### config.mk
export PLATFORM = sky130hd
export DESIGN_NAME = mbox_responder
export DESIGN_NICKNAME = d
export VERILOG_FILES = /design/src/rtl/mbox_responder.sv
export SDC_FILE = /design/constraint.sdc
export NUM_CORES = 1
export LEC_CHECK = 0
export CORE_MARGIN = 1
export CORE_UTILIZATION = 40
export DETAILED_ROUTE_END_ITERATION = 12
export PLACE_DENSITY = 0.69
export SLEW_MARGIN = 25
export SYNTH_ARGS = -nofsm -noshare
export SYNTH_HDL_FRONTEND = slang
export SYNTH_SLANG_ARGS = --single-unit
### constraint.sdc
create_clock -name clk -period 6.17 [get_ports clk]
set_clock_uncertainty 0.05 [all_clocks]
set_input_delay 0.9255 -clock clk [delete_from_list [all_inputs] [get_ports clk]]
set_output_delay 0.9255 -clock clk [all_outputs]
set_load 0.005 [all_outputs]
### src/rtl/mbox_responder.sv
// mbox_responder
//   Answers single-word EBOX memory requests after a configurable latency.
//   One request is active at a time; one further request can wait in a
//   one-entry pending buffer. A request can be forced to page-fail. It is
//   then held until the EBOX acknowledges it, and no response pulse is sent.
//
// Ports
//   clk            : sole clock, rising edge
//   rst_n          : asynchronous active-low reset
//   ebox_req       : one-cycle request strobe
//   ebox_write     : request is a write (sampled with ebox_req)
//   ebox_vma       : request address; [8] is VMA bit 27, [0] is VMA bit 35
//   pf_inject      : force a page fail on this request
//   pf_ebox_handle : EBOX has taken the page fail (ignored outside PFAIL)
//   lat_cfg        : response latency, 0..3 wait cycles
//   nxm_limit      : lowest nonexistent address
//   mbox_resp_in   : one-cycle response pulse
//   mbox_gate_vma  : VMA of the active (or last) request
//   page_fail_hold : page fail pending
//   pf_disp        : page-fail dispatch word {write, 1, vma}
//   nxm_err        : nonexistent memory, valid with mbox_resp_in
//   par_bit_a      : odd parity over VMA bits 27:31
//   par_bit_b      : odd parity over VMA bits 32:35
//   busy           : a request is active or pending
module mbox_responder (
  input  logic        clk,
  input  logic        rst_n,
  input  logic        ebox_req,
  input  logic        ebox_write,
  input  logic [8:0]  ebox_vma,
  input  logic        pf_inject,
  input  logic        pf_ebox_handle,
  input  logic [1:0]  lat_cfg,
  input  logic [8:0]  nxm_limit,
  output logic        mbox_resp_in,
  output logic [8:0]  mbox_gate_vma,
  output logic        page_fail_hold,
  output logic [10:0] pf_disp,
  output logic        nxm_err,
  output logic        par_bit_a,
  output logic        par_bit_b,
  output logic        busy
);

  typedef enum logic [1:0] {
    ST_IDLE  = 2'd0,
    ST_WAIT  = 2'd1,
    ST_RESP  = 2'd2,
    ST_PFAIL = 2'd3
  } state_t;

  state_t      state_reg, state_next;
  logic [1:0]  cnt_reg, cnt_next;

  // Active request
  logic [8:0]  act_vma_reg, act_vma_next;
  logic        act_write_reg, act_write_next;
  logic        act_pf_reg, act_pf_next;
  logic        act_nxm_reg, act_nxm_next;

  // Pending buffer
  logic        pend_valid_reg, pend_valid_next;
  logic        pend_write_reg, pend_write_next;
  logic [8:0]  pend_vma_reg, pend_vma_next;
  logic        pend_pf_reg, pend_pf_next;

  // Source of a new active request (either the EBOX or the pending buffer)
  logic        load_act;
  logic [8:0]  ld_vma;
  logic        ld_write;
  logic        ld_pf;
  logic        exit_now;

  always_ff @(posedge clk or negedge rst_n) begin
    if (!rst_n) begin
      state_reg      <= ST_IDLE;
      cnt_reg        <= 2'd0;
      act_vma_reg    <= 9'd0;
      act_write_reg  <= 1'b0;
      act_pf_reg     <= 1'b0;
      act_nxm_reg    <= 1'b0;
      pend_valid_reg <= 1'b0;
      pend_write_reg <= 1'b0;
      pend_vma_reg   <= 9'd0;
      pend_pf_reg    <= 1'b0;
    end else begin
      state_reg      <= state_next;
      cnt_reg        <= cnt_next;
      act_vma_reg    <= act_vma_next;
      act_write_reg  <= act_write_next;
      act_pf_reg     <= act_pf_next;
      act_nxm_reg    <= act_nxm_next;
      pend_valid_reg <= pend_valid_next;
      pend_write_reg <= pend_write_next;
      pend_vma_reg   <= pend_vma_next;
      pend_pf_reg    <= pend_pf_next;
    end
  end

  always_comb begin
    state_next      = state_reg;
    cnt_next        = cnt_reg;
    act_vma_next    = act_vma_reg;
    act_write_next  = act_write_reg;
    act_pf_next     = act_pf_reg;
    act_nxm_next    = act_nxm_reg;
    pend_valid_next = pend_valid_reg;
    pend_write_next = pend_write_reg;
    pend_vma_next   = pend_vma_reg;
    pend_pf_next    = pend_pf_reg;
    load_act        = 1'b0;
    ld_vma          = ebox_vma;
    ld_write        = ebox_write;
    ld_pf           = pf_inject;
    exit_now        = 1'b0;

    case (state_reg)
      ST_IDLE: begin
        if (ebox_req) begin
          load_act = 1'b1;
        end
      end
      ST_WAIT: begin
        cnt_next = cnt_reg - 2'd1;
        // Leaving at count 1 gives lat_cfg+1 cycles from strobe to response.
        if (cnt_reg <= 2'd1) begin
          state_next = act_pf_reg ? ST_PFAIL : ST_RESP;
        end
      end
      ST_RESP: begin
        exit_now = 1'b1;
      end
      ST_PFAIL: begin
        if (pf_ebox_handle) begin
          exit_now = 1'b1;
        end
      end
      default: begin
        state_next = ST_IDLE;
      end
    endcase

    if (exit_now) begin
      if (pend_valid_reg) begin
        load_act        = 1'b1;
        ld_vma          = pend_vma_reg;
        ld_write        = pend_write_reg;
        ld_pf           = pend_pf_reg;
        pend_valid_next = 1'b0;
      end else if (ebox_req) begin
        // A strobe coinciding with an exit and an empty buffer goes straight
        // to the active registers.
        load_act = 1'b1;
      end else begin
        state_next = ST_IDLE;
      end
    end

    // A strobe while busy is parked in the buffer if there is room. If the
    // buffer is full, the request is dropped and nothing else changes.
    if (ebox_req && (state_reg != ST_IDLE) && !pend_valid_reg && !exit_now) begin
      pend_valid_next = 1'b1;
      pend_write_next = ebox_write;
      pend_vma_next   = ebox_vma;
      pend_pf_next    = pf_inject;
    end

    if (load_act) begin
      act_vma_next   = ld_vma;
      act_write_next = ld_write;
      act_pf_next    = ld_pf;
      act_nxm_next   = (ld_vma >= nxm_limit);
      cnt_next       = lat_cfg;
      if (lat_cfg != 2'd0) begin
        state_next = ST_WAIT;
      end else begin
        state_next = ld_pf ? ST_PFAIL : ST_RESP;
      end
    end
  end

  assign mbox_resp_in   = (state_reg == ST_RESP);
  assign nxm_err        = (state_reg == ST_RESP) && act_nxm_reg;
  assign page_fail_hold = (state_reg == ST_PFAIL);
  assign pf_disp        = (state_reg == ST_PFAIL) ? {act_write_reg, 1'b1, act_vma_reg} : 11'd0;
  assign mbox_gate_vma  = act_vma_reg;
  assign busy           = (state_reg != ST_IDLE) || pend_valid_reg;

  // Odd parity: the bit is 1 when its field holds an even number of ones.
  assign par_bit_a = ~^mbox_gate_vma[8:4];
  assign par_bit_b = ~^mbox_gate_vma[3:0];

endmodule

==> results of run 1 <==
## cell type report
type	instances	area, sq um
Fill cell	345	1780
Clock buffer	4	55.1
Tap cell	50	62.6
Sequential cell	28	701
Multi-Input combinational cell	105	958
Timing Repair Buffer	52	518
Inverter	11	41.3
## through the flow
| step | hold slack [ps] | util (%) |
|---|---|---|
| after floorplan | 414 | - |
| after global placement | 437 | 55.3 |
| after detailed placement | 444 | 55.3 |
| after CTS | 472 | 56.6 |
| after global routing | 485 | 56.8 |
| final | 467 | 56.8 |
## cell usage after synthesis, drive strengths merged
master / instances / area (sq um)
a31oi: 2 / 12.5
nor2: 8 / 30.0
clkbuf: 2 / 7.51
a22o: 1 / 8.76
xor2: 1 / 8.76
inv: 11 / 41.3
a21o: 1 / 7.51
and3: 10 / 62.6
o21ai: 7 / 35.0
dfrtp: 28 / 701
nand2: 6 / 22.5
mux2i: 4 / 40.0
a21oi: 10 / 53.8
and2: 2 / 12.5
buf: 6 / 57.6
or4: 1 / 7.51
a21boi: 1 / 18.8
a211oi: 1 / 7.51
nand2b: 1 / 6.26
ha: 10 / 125
nand3b: 1 / 11.3
or3: 2 / 12.5
mux2: 27 / 394
nor2b: 2 / 12.5
xnor2: 7 / 61.3
## cells by family after synthesis
| kind of cell | count (synthesis) |
|---|---|
| flops | 28 |
| xor+xnor | 8 |
| mux | 31 |
| buf+inv | 19 |
| compound gates | 23 |
| fa+ha+maj | 10 |
| simple gates | 33 |
## layer usage
metal | up-vias | routed length (um) | global-route usage [%]
met1 | 605 | 1630 | 22.8
met4 | 0 | 50 | 7.03
li1 | 621 | - | -
met5 | - | 0 | 0
met3 | 4 | 143 | 2.33
met2 | 34 | 1720 | 28.1
## report_power, final
part           internal, mW  total (mW)  leakage (nW)  switching (mW)
sequential            0.278       0.381         0.329           0.103
combinational         0.443       0.673         0.726           0.230
clock                0.0571       0.112        0.0288          0.0553
## worst max-delay path by stage
| stage | startpoint | end |
|---|---|---|
| after CTS | pf_ebox_handle | act_nxm_reg$_DFFE_PN0N_ |
| after detailed placement | pf_ebox_handle | act_nxm_reg$_DFFE_PN0N_ |
| after global placement | pf_ebox_handle | act_nxm_reg$_DFFE_PN0N_ |
| after global routing | pf_ebox_handle | act_nxm_reg$_DFFE_PN0N_ |
| after floorplan | pf_ebox_handle | act_nxm_reg$_DFFE_PN0N_ |
| final | pf_ebox_handle | act_nxm_reg$_DFFE_PN0N_ |
## critical path, cell delays in order
cell and delay, ps:
clkdlybuf4s50_1 560, inv_1 80, a21oi_2 690, mux2_4 360, ha_1 300, nand2_1 80
or4_1 470, o21ai_1 130
## layout by cell type (no fill, tap or decap), drive strengths merged
cell type,instances
o21ai,7
and3,10
nand3b,1
nor2,8
a211oi,1
or4,1
xnor2,7
a22o,1
a31oi,2
a21o,1
clkdlybuf4s50,51
a21oi,10
nand2b,1
dfrtp,28
or3,2
mux2i,4
buf,1
inv,11
clkbuf,4
a21boi,1
mux2,27
nor2b,2
and2,2
xor2,1
ha,10
nand2,6
==> impl_table.tex, run 1 <==
\begin{tabular}{lr}
\hline
Metric & Value \\
\hline
\multicolumn{2}{l}{\textbf{Status}} \\
Run status & finished, final reports clean \\
\multicolumn{2}{l}{\textbf{Critical path}} \\
FF-to-FF Start & state\_reg[1]\$\_DFF\_PN0\_ \\
Register-to-Register Path Depth & 7 \\
Slack of the worst reg-to-reg path & 3150 ps \\
RR Endpoint & act\_nxm\_reg\$\_DFFE\_PN0N\_ \\
Crit. End Element & flop \\
Crit-path max FO & 11 \\
Crit Path Class & primary input to flop \\
Nature of the critical path startpoint & primary input \\
WP data arrival & 3610 ps \\
Required time of the critical path & 6320 ps \\
\multicolumn{2}{l}{\textbf{Yosys}} \\
Post-synthesis simple-gate area fraction & 10.1\% \\
Area share of xor/xnor cells in the synthesized design & 3.99\% \\
Register bit total from synthesis & 28 \\
Post-Synthesis Mean Instance Area & 11.6 sq um \\
Count of mapped cells out of synthesis & 152 \\
Post-synth cell types & 30 \\
Synthesized-area fraction occupied by adder cells & 7.12\% \\
Post-synthesis sequential area ratio & 39.9\% \\
Multiplexer share of the synthesized area & 24.7\% \\
Post-Synthesis Net Count & 188 \\
Synth Area in Compound Gates & 8.19\% \\
Combinational family with the most area after synthesis & multiplexers \\
Netlist area before placement & 1760 sq um \\
Yosys synthesis warning count & 0 \\
\multicolumn{2}{l}{\textbf{Placement}} \\
Port bufs & 51 \\
Placer's final routability congestion estimate & 0.793 \\
Placed wire-length estimate after detailed placement & 2.72 mm \\
Post-place instance area & 2280 sq um \\
Post-placement cell count & 246 \\
Pre-CTS worst setup slack & 2440 ps \\
\multicolumn{2}{l}{\textbf{GRT}} \\
Via count of the first global-routing pass & 1265 \\
Initial antenna violation count & 0 \\
Global route overflow & 0 \\
Overall global routing resource usage & 17.2\% \\
Maximum number of pins on one net before global-route repair & 29 \\
First-pass GRT wire length & 5.87 mm \\
\multicolumn{2}{l}{\textbf{Timing}} \\
\# setup viols final & 0 \\
Accumulated negative setup slack & 0 ps \\
Final number of hold-violating endpoints & 0 \\
Maximum clock rate & 290 MHz \\
Period utilization & 56.0\% \\
Final period demand of the worst path & 3450 ps \\
Worst-case setup margin in the final layout & 2720 ps \\
Transition time at the pin with the least slew margin & 906 ps \\
Max-slew violation total from the final report & 0 \\
Setup repair after global routing missed its margin & false \\
Headroom to the max-slew limit & 39.6\% \\
\multicolumn{2}{l}{\textbf{Cells and area}} \\
Non-filler cells in the finished layout & 250 \\
Final design area excluding fillers & 2340 sq um \\
Area Overhead vs Synth & 32.9\% \\
Count of inserted antenna diode cells & 0 \\
Final net count & 237 \\
Layout cell share with drive strength beyond 1 & 18.0\% \\
\multicolumn{2}{l}{\textbf{Detailed routing}} \\
Vias & 1264 \\
Vias per Instance & 5.06 \\
Antenna-violating nets left & 0 \\
Initial DRC Count & 51 \\
Routed length per placed instance & 14.2 um \\
Number of design rule violations left after detail routing & 0 \\
Drt first pass iters & 4 \\
Final WL & 3.54 mm \\
\multicolumn{2}{l}{\textbf{Clock tree}} \\
Sinks on Clock Net & 28 \\
Number of setup buffers added after CTS & 0 \\
Post-cts repair resize count & 0 \\
H-tree level count & 1 \\
TritonCTS buffer count & 3 \\
Root Buffer & clkbuf\_8 \\
Clock tree from TritonCTS & built \\
CTS Buffer Depth & 2 \\
Clock Pin Slew Worst Setup and Hold Paths & 90 ps \\
Clock latency on the worst-skew pair & 270 ps \\
Hold Buf Count CTS & 0 \\
\multicolumn{2}{l}{\textbf{Power and ir drop}} \\
Power density over the cells & 499 nW/um\^{}2 \\
Post-route total power & 1.17 mW \\
Static leakage power & 1.08 nW \\
Peak supply drop & 0.000170 V \\
\multicolumn{2}{l}{\textbf{Floorplan}} \\
Die Span X & 68.3 um \\
Initial core utilization & 42.7\% \\
Rows & 23 \\
Std-Cell Core Area & 4120 sq um \\
Die H & 68.3 um \\
Number of ports placed on the die boundary & 52 \\
Area enclosed by the die boundary & 4660 sq um \\
\multicolumn{2}{l}{\textbf{Worst hold path}} \\
Type of the worst min-delay path & flop to flop \\
Origin of the worst min-delay path & pend\_vma\_reg[0]\$\_DFFE\_PN0P\_ \\
Hold EP & pend\_vma\_reg[0]\$\_DFFE\_PN0P\_ \\
Worst hold path depth & 1 \\
\multicolumn{2}{l}{\textbf{Run}} \\
Number of max-cap violations & 0 \\
\hline
\end{tabular}
(Power assumes the default switching activity.)
==> inputs of run 2 (changes only) <==
- clock period: 6.17 -> 3.4 ns (I/O delays scaled with it)
==> run 2 against run 1 <==
Setup slack worse by 2100 ps. Sequential share of layout area fell by 0.22 points. Power increased by 83%. First-iteration DRC count grew 76%. Global-route usage up 0.82 points. Routed wire length rose by 3.0%. Clock power is 79% higher. Die area is the same. Combinational power is 86% higher. Flip-flop and latch count is the same. Largest power group unchanged.
==> impl_table.tex, run 2 (synthesis results as in run 1) <==
\begin{tabular}{lr}
\hline
Metric & Value \\
\hline
\multicolumn{2}{l}{\textbf{Timing}} \\
Period utilization & 81.6\% \\
Headroom to the max-slew limit & 55.0\% (+15 points) \\
Maximum clock rate & 360 MHz \\
\# setup viols final & 0 (unchanged) \\
Setup repair after global routing missed its margin & false \\
Final period demand of the worst path & 2770 ps \\
Transition time at the pin with the least slew margin & 674 ps (-232 ps) \\
Accumulated negative setup slack & 0 ps (unchanged) \\
Worst-case setup margin in the final layout & 626 ps (-2090 ps) \\
Final number of hold-violating endpoints & 0 (unchanged) \\
Max-slew violation total from the final report & 0 (unchanged) \\
\multicolumn{2}{l}{\textbf{Power and ir drop}} \\
Power density over the cells & 908 nW/um\^{}2 (+82\%) \\
Peak supply drop & 0.000322 V (+90\%) \\
Static leakage power & 1.10 nW (+1.4\%) \\
\multicolumn{2}{l}{\textbf{Status}} \\
Run status & finished, final reports clean \\
\multicolumn{2}{l}{\textbf{Placement}} \\
Port bufs & 51 (unchanged) \\
Placed wire-length estimate after detailed placement & 2.82 mm (+3.7\%) \\
Pre-CTS worst setup slack & 358 ps (-2090 ps) \\
Post-place instance area & 2300 sq um (+0.99\%) \\
Placer's final routability congestion estimate & 0.800 (+0.84\%) \\
\multicolumn{2}{l}{\textbf{Cells and area}} \\
Most common cell after layout, fill and taps aside & clkdlybuf4s50\_1 \\
Count of inserted antenna diode cells & 0 (unchanged) \\
Top library cells by usage in the layout, fill and taps aside & clkdlybuf4s50\_1, dfrtp\_1, mux2\_4 \\
Area Overhead vs Synth & 33.9\% \\
Final design area excluding fillers & 2350 sq um (+0.75\%) \\
Layout cell share with drive strength beyond 1 & 19.2\% (+1.2 points) \\
Final net count & 240 (+1.3\%) \\
Utilization after layout & 57.2\% (+0.43 points) \\
\multicolumn{2}{l}{\textbf{Clock tree}} \\
CTS Buffer Depth & 2 (unchanged) \\
Clock latency on the worst-skew pair & 260 ps (about the same) \\
Sinks on Clock Net & 28 (unchanged) \\
Clock tree from TritonCTS & built \\
TritonCTS buffer count & 3 (unchanged) \\
Clock Pin Slew Worst Setup and Hold Paths & 90 ps (about the same) \\
Post-cts repair resize count & 0 (unchanged) \\
Number of setup buffers added after CTS & 0 (unchanged) \\
Hold Buf Count CTS & 0 (unchanged) \\
H-tree level count & 1 (unchanged) \\
Root Buffer & clkbuf\_8 \\
\multicolumn{2}{l}{\textbf{Critical path}} \\
Nature of the critical path startpoint & primary input \\
Register-to-Register Path Depth & 7 (unchanged) \\
Required time of the critical path & 3550 ps (-2770 ps) \\
Crit-path max FO & 7 (-4) \\
Slack of the worst reg-to-reg path & 720 ps (-2430 ps) \\
Crit Path Class & primary input to flop \\
WP data arrival & 2920 ps (-690 ps) \\
Crit. End Element & flop \\
RR Endpoint & act\_nxm\_reg\$\_DFFE\_PN0N\_ \\
FF-to-FF Start & state\_reg[1]\$\_DFF\_PN0\_ \\
\multicolumn{2}{l}{\textbf{Floorplan}} \\
Die Span X & 68.3 um (unchanged) \\
Initial core utilization & 42.7\% (unchanged) \\
Rows & 23 (unchanged) \\
Number of ports placed on the die boundary & 52 (unchanged) \\
Std-Cell Core Area & 4120 sq um (unchanged) \\
Area enclosed by the die boundary & 4660 sq um (unchanged) \\
Die H & 68.3 um (unchanged) \\
\multicolumn{2}{l}{\textbf{Detailed routing}} \\
Drt first pass iters & 4 (unchanged) \\
Number of design rule violations left after detail routing & 0 (unchanged) \\
Initial DRC Count & 90 (+76\%) \\
Routed length per placed instance & 14.4 um (+1.8\%) \\
Vias per Instance & 4.90 (-3.1\%) \\
Final WL & 3.65 mm (+3.0\%) \\
Vias & 1240 (-1.9\%) \\
Antenna-violating nets left & 0 (unchanged) \\
\multicolumn{2}{l}{\textbf{Worst hold path}} \\
Worst hold path depth & 1 (unchanged) \\
Type of the worst min-delay path & flop to flop \\
Origin of the worst min-delay path & pend\_vma\_reg[5]\$\_DFFE\_PN0P\_ \\
Hold EP & pend\_vma\_reg[5]\$\_DFFE\_PN0P\_ \\
\multicolumn{2}{l}{\textbf{GRT}} \\
Initial antenna violation count & 0 (unchanged) \\
Maximum number of pins on one net before global-route repair & 29 (unchanged) \\
Overall global routing resource usage & 18.0\% (+0.82 points) \\
Global route overflow & 0 (unchanged) \\
First-pass GRT wire length & 6.18 mm (+5.4\%) \\
Via count of the first global-routing pass & 1329 (+5.1\%) \\
\multicolumn{2}{l}{\textbf{Run}} \\
Number of max-cap violations & 0 (unchanged) \\
\hline
\end{tabular}
-- run 2: cell count changes in the layout (fill, tap and decap cells not counted), sizes merged --
cell,previous run,this run
buf,1,4
-- run 2: worst max path at each step --
stage                    from                 endpoint  slack (ps)  cells after the start
3_3_place_gp   pf_ebox_handle  act_nxm_reg$_DFFE_PN0N_         400                      8
2_1_floorplan  pf_ebox_handle  act_nxm_reg$_DFFE_PN0N_        1190                      8
4_1_cts        pf_ebox_handle  act_nxm_reg$_DFFE_PN0N_         630                      8
6_report       pf_ebox_handle  act_nxm_reg$_DFFE_PN0N_         630                      8
5_1_grt        pf_ebox_handle  act_nxm_reg$_DFFE_PN0N_         490                     10
3_5_place_dp   pf_ebox_handle  act_nxm_reg$_DFFE_PN0N_         360                      8
-- run 2: power by group --
group | internal, mW | switching, mW
registers | 0.504 | 0.186
logic | 0.817 | 0.430
clock network | 0.103 | 0.0978
-- run 2: through the flow --
stage / instances / power (mW) / hold WS, ps
finish: 253 / 2.14 / 474
global route: 253 / 2.32 / 492
CTS: 253 / 2.16 / 472
detailed placement: 249 / 1.95 / 446
global placement: 249 / 1.91 / 442
floorplan: 152 / 1.43 / 164
-- run 2: metal layers --
layer  vias to the layer above  GRT usage [%]  share of wire, %
met5                         -              0                 0
met1                       575           24.5                46
met2                        37           29.3                49
li1                        626              -                 -
met3                         2           2.17               3.6
met4                         0           6.51               1.0
-- run 2: cell type report --
class                   instances  area [sq um]
fillers                       336          1760
flip-flops and latches         28           701
multi-input cells             105           953
inverters                      11          41.3
repair buffers                 55           541
well taps                      50          62.6
clock buffers                   4          55.1
-- run 2: worst max-delay path: stages --
cell and delay (ps):
clkdlybuf4s50_1 570, inv_1 80, a21oi_2 440, mux2_4 350, ha_1 300, nand2_1 60
or4_1 480, o21ai_1 120
==> inputs of run 3 (changes only) <==
- PLACE_DENSITY: 0.69 -> 0.72
- clock period: 3.4 -> 2.35 ns (I/O delays scaled with it)
==> run 3 against run 2 <==
Routed wire length grew 19%. Largest cell class unchanged. Critical path depth unchanged. Register-to-register slack worse by 650 ps. Highest routed layer unchanged. Sequential share of layout area fell by 1.5 points.
==> impl_table.tex, run 3 (synthesis results as in run 1) <==
\begin{tabular}{lr}
\hline
Metric & Value \\
\hline
\multicolumn{2}{l}{\textbf{Status}} \\
Run status & finished, final reports clean \\
\multicolumn{2}{l}{\textbf{GRT}} \\
Overall global routing resource usage & 19.2\% (+1.2 points) \\
Via count of the first global-routing pass & 1336 (+0.53\%) \\
Initial antenna violation count & 0 (unchanged) \\
Maximum number of pins on one net before global-route repair & 29 (unchanged) \\
First-pass GRT wire length & 6.45 mm (+4.4\%) \\
Global route overflow & 0 (unchanged) \\
\multicolumn{2}{l}{\textbf{Placement}} \\
Port bufs & 51 (unchanged) \\
Placer's final routability congestion estimate & 0.793 (-0.85\%) \\
Placed wire-length estimate after detailed placement & 3.05 mm (+8.1\%) \\
Post-place instance area & 2350 sq um (+2.3\%) \\
\multicolumn{2}{l}{\textbf{Critical path}} \\
WP data arrival & 2440 ps (-480 ps) \\
Cell repeated most along the worst path & nand2\_1 \\
CP Capture Point & act\_nxm\_reg\$\_DFFE\_PN0N\_ \\
Required time of the critical path & 2510 ps (-1040 ps) \\
Crit-path max FO & 6 (-1) \\
Worst path buffer plus inverter count & 1 (-1) \\
Crit. End Element & flop \\
Slowest stage cell on the critical path & or4\_4 \\
Crit Path Class & flop to flop \\
FF-to-FF Start & pend\_valid\_reg\$\_DFFE\_PN0P\_ \\
Register-to-Register Path Depth & 8 (+1) \\
Number of gates on the worst path with buffers counted & 8 (unchanged) \\
Top cell family by delay on the critical path & simple AND/OR/NAND/NOR gates \\
Worst stage delay on the critical path & 500 ps (-70 ps) \\
Slack of the worst reg-to-reg path & 70 ps (-650 ps) \\
RR Endpoint & act\_nxm\_reg\$\_DFFE\_PN0N\_ \\
Ordered cell list for the critical path & nand2\_1, a21oi\_2, buf\_6, mux2\_4, ha\_4, nand2\_1, or4\_4, o21ai\_2 \\
Nature of the critical path startpoint & flop \\
Launch point of the worst path & pend\_valid\_reg\$\_DFFE\_PN0P\_ \\
\multicolumn{2}{l}{\textbf{Floorplan}} \\
Area enclosed by the die boundary & 4660 sq um (unchanged) \\
Die H & 68.3 um (unchanged) \\
Die Span X & 68.3 um (unchanged) \\
Std-Cell Core Area & 4120 sq um (unchanged) \\
Rows & 23 (unchanged) \\
Number of ports placed on the die boundary & 52 (unchanged) \\
Initial core utilization & 42.7\% (unchanged) \\
\multicolumn{2}{l}{\textbf{Detailed routing}} \\
Antenna-violating nets left & 0 (unchanged) \\
Initial DRC Count & 44 (-51\%) \\
Routed length per placed instance & 16.6 um (+15\%) \\
Vias & 1349 (+8.8\%) \\
Final WL & 4.33 mm (+19\%) \\
Drt first pass iters & 4 (unchanged) \\
Number of design rule violations left after detail routing & 0 (unchanged) \\
Vias per Instance & 5.17 (+5.5\%) \\
\multicolumn{2}{l}{\textbf{Timing}} \\
Transition time at the pin with the least slew margin & 401 ps (-273 ps) \\
Period utilization & 97.0\% \\
\# setup viols final & 0 (unchanged) \\
Final number of hold-violating endpoints & 0 (unchanged) \\
Worst hold margin & 352 ps (-122 ps) \\
Accumulated negative setup slack & 0 ps (unchanged) \\
Max-slew violation total from the final report & 0 (unchanged) \\
Final period demand of the worst path & 2280 ps \\
Headroom to the max-slew limit & 73.3\% (+18 points) \\
Maximum clock rate & 439 MHz \\
\multicolumn{2}{l}{\textbf{Cells and area}} \\
Fill count & 332 (-1.2\%) \\
Area Overhead vs Synth & 41.4\% \\
Layout cell share with drive strength beyond 1 & 25.1\% (+5.9 points) \\
Count of inserted antenna diode cells & 0 (unchanged) \\
Top library cells by usage in the layout, fill and taps aside & clkdlybuf4s50\_1, dfrtp\_1, mux2\_4 \\
Final design area excluding fillers & 2490 sq um (+5.6\%) \\
Most common cell after layout, fill and taps aside & clkdlybuf4s50\_1 \\
Final net count & 248 (+3.3\%) \\
\multicolumn{2}{l}{\textbf{Clock tree}} \\
H-tree level count & 1 (unchanged) \\
CTS Buffer Depth & 2 (unchanged) \\
TritonCTS buffer count & 3 (unchanged) \\
Clock Pin Slew Worst Setup and Hold Paths & 110 ps (+20 ps) \\
Clock latency on the worst-skew pair & 290 ps (+30 ps) \\
Sinks on Clock Net & 28 (unchanged) \\
Root Buffer & clkbuf\_8 \\
Clock tree from TritonCTS & built \\
\multicolumn{2}{l}{\textbf{Power and ir drop}} \\
Peak supply drop & 0.000806 V (+150\%) \\
Power density over the cells & 1340 nW/um\^{}2 (+48\%) \\
Post-route total power & 3.34 mW (+56\%) \\
Static leakage power & 1.16 nW (+5.3\%) \\
\multicolumn{2}{l}{\textbf{Worst hold path}} \\
Worst hold path depth & 3 (+2) \\
Type of the worst min-delay path & primary input to flop \\
\multicolumn{2}{l}{\textbf{Run}} \\
Number of max-cap violations & 0 (unchanged) \\
\hline
\end{tabular}
==> run 3: changes by cell type in the layout (fill, tap and decap cells not counted), moves of 2 or more <==
cell,before,now
ha_4,0,3
buf_4,4,10
ha_1,10,7
buf_6,0,2
==> run 3: repair_timing <==
item	CTS	global route
hold buffers	0	0
setup endpoints to repair	1	1
endpoints found under the hold margin	0	0
setup buffers	0	1
gates resized for setup	1	8
pin swaps	0	3
==> run 3: metrics by stage <==
step                worst slack, ps  utilization [%]  instances
floorplan                       205                -        152
global placement               -219             57.1        256
finish                         70.1             60.4        261
detailed placement             -247             57.1        256
global route                  -11.7             60.4        261
CTS                            9.24             59.0        260
==> run 3: area by class of cell <==
| type | instances | area, sq um | area share (%) |
|---|---|---|---|
| clock buffer | 3 | 41.3 | 1.66 |
| clock inverter | 1 | 30.0 | 1.21 |
| inverter | 11 | 41.3 | 1.66 |
| multi-input combinational | 105 | 998 | 40.2 |
| sequential | 28 | 702 | 28.2 |
| tap | 50 | 62.6 | 2.52 |
| timing repair buffer | 63 | 611 | 24.6 |
==> run 3: power breakdown <==
part | switching (mW) | internal [mW] | leakage, nW | total, mW
registers | 0.206 | 0.732 | 0.328 | 0.938
logic | 0.752 | 1.26 | 0.793 | 2.01
clock network | 0.164 | 0.229 | 0.0357 | 0.392
==> run 3: worst min path at each step <==
stage / startpoint / to / slack [ps]
floorplan: rst_n / act_nxm_reg$_DFFE_PN0N_ / 7
global placement: pend_vma_reg[2]$_DFFE_PN0P_ / pend_vma_reg[2]$_DFFE_PN0P_ / 440
detailed placement: pend_pf_reg$_DFFE_PN0P_ / pend_pf_reg$_DFFE_PN0P_ / 450
CTS: rst_n / pend_valid_reg$_DFFE_PN0P_ / 390
global route: pf_ebox_handle / pend_valid_reg$_DFFE_PN0P_ / 360
finish: pf_ebox_handle / pend_valid_reg$_DFFE_PN0P_ / 350
==> run 3: worst register-to-register path, delay by kind of cell, from the launching register on <==
kind,cells,cell delay [ps]
and+or+nand+nor,3,670
DFF,1,430
muxes,1,330
AOI/OAI and AO/OA,2,300
adders and majority gates,1,270
buffers and inverters,1,150
==> run 3: layer usage <==
metal / global-route usage [%] / vias to the layer above / routed length (um)
met5: 0 / - / 0
met4: 7.29 / 0 / 68
met3: 3.00 / 6 / 205
met2: 31.3 / 49 / 2160
met1: 25.5 / 650 / 1890
li1: - / 644 / -
